===== src/rtl/divisor.sv =====
// Sequential signed divider for the HI/LO datapath (MIPS DIV semantics).
// Restoring algorithm on operand magnitudes, one quotient bit per cycle, with a sign-fix state.
module divisor #(
  parameter int WIDTH = 32
) (
  input  logic             clock,
  input  logic             reset,
  input  logic             divOrMult,
  input  logic [WIDTH-1:0] outA,
  input  logic [WIDTH-1:0] outB,
  output logic [WIDTH-1:0] hi,
  output logic [WIDTH-1:0] lo,
  output logic             ciclos_end,
  output logic             div_zero,
  output logic             busy
);

  localparam int CW = $clog2(WIDTH + 1);

  typedef enum logic [1:0] {IDLE, RUN, FIX} state_t;

  // Operand context captured on an accepted start.
  typedef struct packed {
    logic [WIDTH-1:0] dvs;
    logic             sign_q;
    logic             sign_r;
  } op_t;

  state_t           state, state_nxt;
  op_t              op;
  logic [WIDTH-1:0] rem;
  logic [WIDTH-1:0] quo;
  logic [CW-1:0]    cnt;

  logic             b_zero;
  logic             start_ok;
  logic             start_zero;
  logic [WIDTH-1:0] mag_a;
  logic [WIDTH-1:0] mag_b;
  logic [WIDTH:0]   rem_sh;
  logic [WIDTH:0]   diff;
  logic             q_bit;

  // Magnitudes are unsigned, so the most negative value maps onto itself correctly.
  always_comb begin
    mag_a      = outA[WIDTH-1] ? (~outA + 1'b1) : outA;
    mag_b      = outB[WIDTH-1] ? (~outB + 1'b1) : outB;
    b_zero     = (outB == '0);
    start_ok   = (state == IDLE) && divOrMult && !b_zero;
    start_zero = (state == IDLE) && divOrMult && b_zero;
  end

  // rem < dvs <= 2^(WIDTH-1) keeps diff small when non-negative, so its MSB is the borrow.
  always_comb begin
    rem_sh = {rem, quo[WIDTH-1]};
    diff   = rem_sh - {1'b0, op.dvs};
    q_bit  = ~diff[WIDTH];
  end

  always_ff @(posedge clock) begin
    if (!reset) state <= IDLE;
    else        state <= state_nxt;
  end

  always_comb begin
    state_nxt = state;
    case (state)
      IDLE:    if (start_ok) state_nxt = RUN;
      RUN:     if (cnt == CW'(1)) state_nxt = FIX;
      FIX:     state_nxt = IDLE;
      default: state_nxt = IDLE;
    endcase
  end

  assign busy = (state != IDLE);

  always_ff @(posedge clock) begin
    if (!reset) begin
      op         <= '0;
      rem        <= '0;
      quo        <= '0;
      cnt        <= '0;
      hi         <= '0;
      lo         <= '0;
      ciclos_end <= 1'b0;
      div_zero   <= 1'b0;
    end else begin
      ciclos_end <= 1'b0;
      div_zero   <= start_zero;
      case (state)
        IDLE: begin
          if (start_ok) begin
            op.dvs    <= mag_b;
            op.sign_q <= outA[WIDTH-1] ^ outB[WIDTH-1];
            op.sign_r <= outA[WIDTH-1];
            rem       <= '0;
            quo       <= mag_a;
            cnt       <= CW'(WIDTH);
          end
        end
        RUN: begin
          rem <= q_bit ? diff[WIDTH-1:0] : rem_sh[WIDTH-1:0];
          quo <= {quo[WIDTH-2:0], q_bit};
          cnt <= cnt - 1'b1;
        end
        FIX: begin
          lo         <= op.sign_q ? (~quo + 1'b1) : quo;
          hi         <= op.sign_r ? (~rem + 1'b1) : rem;
          ciclos_end <= 1'b1;
        end
        default: ;
      endcase
    end
  end

endmodule


===== config.mk =====
export PLATFORM = sky130hd
export DESIGN_NAME = divisor
export DESIGN_NICKNAME = d
export VERILOG_FILES = /design/src/rtl/divisor.sv
export SDC_FILE = /design/constraint.sdc
export NUM_CORES = 1
export LEC_CHECK = 0
export ABC_CLOCK_PERIOD_IN_PS = 7000
export CAP_MARGIN = 40
export CORE_UTILIZATION = 45
export CTS_CLUSTER_SIZE = 24
export DETAILED_ROUTE_END_ITERATION = 10
export PLACE_DENSITY = 0.71
export SLEW_MARGIN = 20
export SYNTH_ARGS = -nofsm -noshare
export SYNTH_HDL_FRONTEND = slang
export SYNTH_SLANG_ARGS = --single-unit

===== constraint.sdc =====
create_clock -name clock -period 7 [get_ports clock]
set_clock_uncertainty 0.2 [all_clocks]
set_input_delay 1.05 -clock clock [delete_from_list [all_inputs] [get_ports clock]]
set_output_delay 1.05 -clock clock [all_outputs]
set_load 0.03 [all_outputs]

==> impl_metrics.csv <==
group,metric,value,unit
sta,tns,0,ps
placed_design,hpwl,21200,um
routing,first_iter_violations,699,
sta,setup_viol,0,
cts,hold_buffers,0,
cts,post-cts-setup-buffer-count,0,
sta,fmax,0.205,GHz
routing,vias_per_cell,5.59,
synthesis,ys_warn_count,0,
global_route,antenna_found_initial,0,
sta,fin_crit_sh,69.9,%
synthesis,yosys_register_bits,172,
cts,insertion_delay,440,ps
floorplanning,die_area,0.0250,mm2
floorplanning,core,0.0237,mm2
outcome,outcome,"complete, no violations",
synthesis,ys_types,66,
placed_design,gp_congestion,0.946,
worst_setup_path,critPathRequiredTime,7160,ps
floorplanning,rows,56,
worst_setup_path,setup.worst_path.start_class,"primary input",
cells_and_area,post-route-util,55.7,%
cts,cts.htree.levels,4,
min_path,hold_path.class,"reg -> reg",
sta,period_needed,4890,ps
cells_and_area,layout-drive-gt1-share,4.72,%
sta,drv_slew,0,
floorplanning,fp.dieW,158,um
power,p_switching,0.000791,W
global_route,grt_max_degree,96,
routing,vias,9963,
power,pwr-share-clk,37.9,%
cts,cts_tree,"yes",
power,seqPwrFrac,41.7,%
routing,antenna_left,0,
cells_and_area,syn_to_final_growth,20.2,%
worst_setup_path,end_kind,"flip-flop",
power,pwr-share-comb,20.4,%
worst_setup_path,worstPathArrival,5050,ps
synthesis,syn_inst,1360,
placed_design,io_buffers,133,
routing,wl_per_cell,16.0,um
cts,numCtsBuffers,17,
synthesis,ys_seq_area_share,31.4,%
power,p_int,0.00177,W
cells_and_area,mostFrequentLayoutCell,"nand2_1",
synthesis,syn-cell-area,0.0110,mm2
power,power.density,194,mW/mm2
global_route,grt_overflow,0,
worst_setup_path,crit_type,"in -> reg",
synthesis,syn_avg_cell_area,8.08,um2
sta,rsz0062_at_grt,"false",
cts,path_clk_slew,70,ps
synthesis,synthArstFlopShare,0,%
sta,hold_viol_final,0,
sta,tightestPinTransition,807,ps
cts,clk_path_buf_depth,2,
routing,totalWireLength,28400,um
flow_run,maxCapViolCount,0,
sta,relSlewSlack,45.5,%
routing,firstDrtPassIters,5,
routing,drt_drc_violations_left,0,
synthesis,syn-num-nets,1466,
worst_setup_path,crit_fanout,58,
worst_setup_path,r2r_slack,2400,ps
global_route,grt_pass1_wl,46100,um
cells_and_area,fin_nets,1555,
cells_and_area,n_antenna_cell,0,
floorplanning,start_util,46.4,%
cts,root_buffer,"clkbuf_16",
global_route,gr-usage-all-layers,23.2,%
power,p_leak,5.70,nW
synthesis,synth_edf_count,0,
cts,cts_resized,0,
cells_and_area,nFillCells,2336,
cells_and_area,layout_common_cells,"nand2_1 (229), dfxtp_1 (172), clkdlybuf4s50_1 (132)",
power,peakVddDrop,0.155,mV
power,p_sw_share,30.9,%
floorplanning,io_pins,134,
global_route,grt_pass1_vias,8815,
cts,clock_sinks,172,
floorplanning,die_h,158,um
synthesis,synth_flop_cell,"dfxtp_1",
==> path summary, 6_finish.rpt <==
| path | startpoint | end | cells after the start |
|---|---|---|---|
| worst max-delay path | outB[16] | rem[31] | 11 |
| worst min-delay path | lo[26] | lo[26] | 2 |
| worst max register to register | rem[0] | rem[10] | 13 |
| worst min register to register | lo[26] | lo[26] | 2 |
==> sequential cells by signal, indices dropped and copies added, names as in the netlist <==
signal,count
cnt,6
hi,32
ciclos_end,1
op,34
state,2
div_zero,1
lo,32
rem,32
quo,32
==> power by group through the flow <==
stage	combinational, W	sequential, W	clock, W
after floorplan	0.000362	0.00108	0
after detailed placement	0.000515	0.00109	0
after global placement	0.000497	0.00109	0
final	0.000523	0.00107	0.000969
after global routing	0.000582	0.00107	0.00103
after CTS	0.000517	0.00106	0.000980
==> per-layer routing <==
metal | wire [um] | up-vias | part of all wire (%) | global-route usage, %
met2 | 11400 | 294 | 40 | 31.6
met4 | 397 | 0 | 1.4 | 6.55
met5 | 0 | - | 0 | 0
met1 | 14700 | 4608 | 52 | 36.6
met3 | 1890 | 20 | 6.6 | 3.42
li1 | - | 5041 | - | -
==> critical path, cell delays in order <==
cell and delay (ps):
clkdlybuf4s50_1 450, or4_4 530, or3_1 360, or3_4 360
or4_1 640, o41ai_4 260, buf_4 530, and3_1 250
buf_4 340, o21ai_0 150, o211ai_1 100
==> through the flow <==
step | power (W) | hold slack, ps | setup WS [ps] | cell area [um2] | cells
6_report | 0.00256 | 260 | 2110 | 13200 | 1781
2_1_floorplan | 0.00144 | 241 | 2880 | 11000 | 1360
3_5_place_dp | 0.00160 | 253 | 1670 | 12600 | 1746
5_1_grt | 0.00268 | 302 | 1880 | 13200 | 1781
4_1_cts | 0.00256 | 262 | 2130 | 13200 | 1778
3_3_place_gp | 0.00159 | 252 | 1760 | 12500 | 1741
==> layout make-up <==
type / instances / area, um2 / area share, %
well taps: 319 / 399 / 3.02
clock inverters: 13 / 145 / 1.10
flip-flops and latches: 172 / 3440 / 26.1
clock buffers: 19 / 453 / 3.43
inverters: 54 / 203 / 1.54
repair buffers: 148 / 1530 / 11.6
multi-input cells: 1056 / 7030 / 53.2
==> logic make-up (layout without fill, tap and decap cells) <==
kind of cell | count (synthesis) | count (layout) | synth area share (%)
compound gates | 374 | 374 | 24.2
flops | 172 | 172 | 31.4
xor+xnor | 146 | 146 | 11.7
mux | 27 | 27 | 2.46
fa+ha+maj | 39 | 39 | 4.51
buf+inv | 132 | 234 | 4.85
simple gates | 470 | 470 | 20.9
==> Yosys cell counts (38+ instances only) <==
| cell | count | area, um2 |
|---|---|---|
| o31ai_1 | 38 | 285 |
| dfxtp_1 | 172 | 3440 |
| a21oi_1 | 55 | 275 |
| o21ai_0 | 97 | 485 |
| clkbuf_1 | 55 | 206 |
| xnor2_1 | 43 | 377 |
| nor2_1 | 47 | 176 |
| o211a_1 | 57 | 571 |
| nand2_1 | 229 | 860 |
| inv_1 | 54 | 203 |
| xor2_1 | 102 | 893 |
| ha_1 | 38 | 475 |
Note: power is estimated with default switching activity, not from simulation.
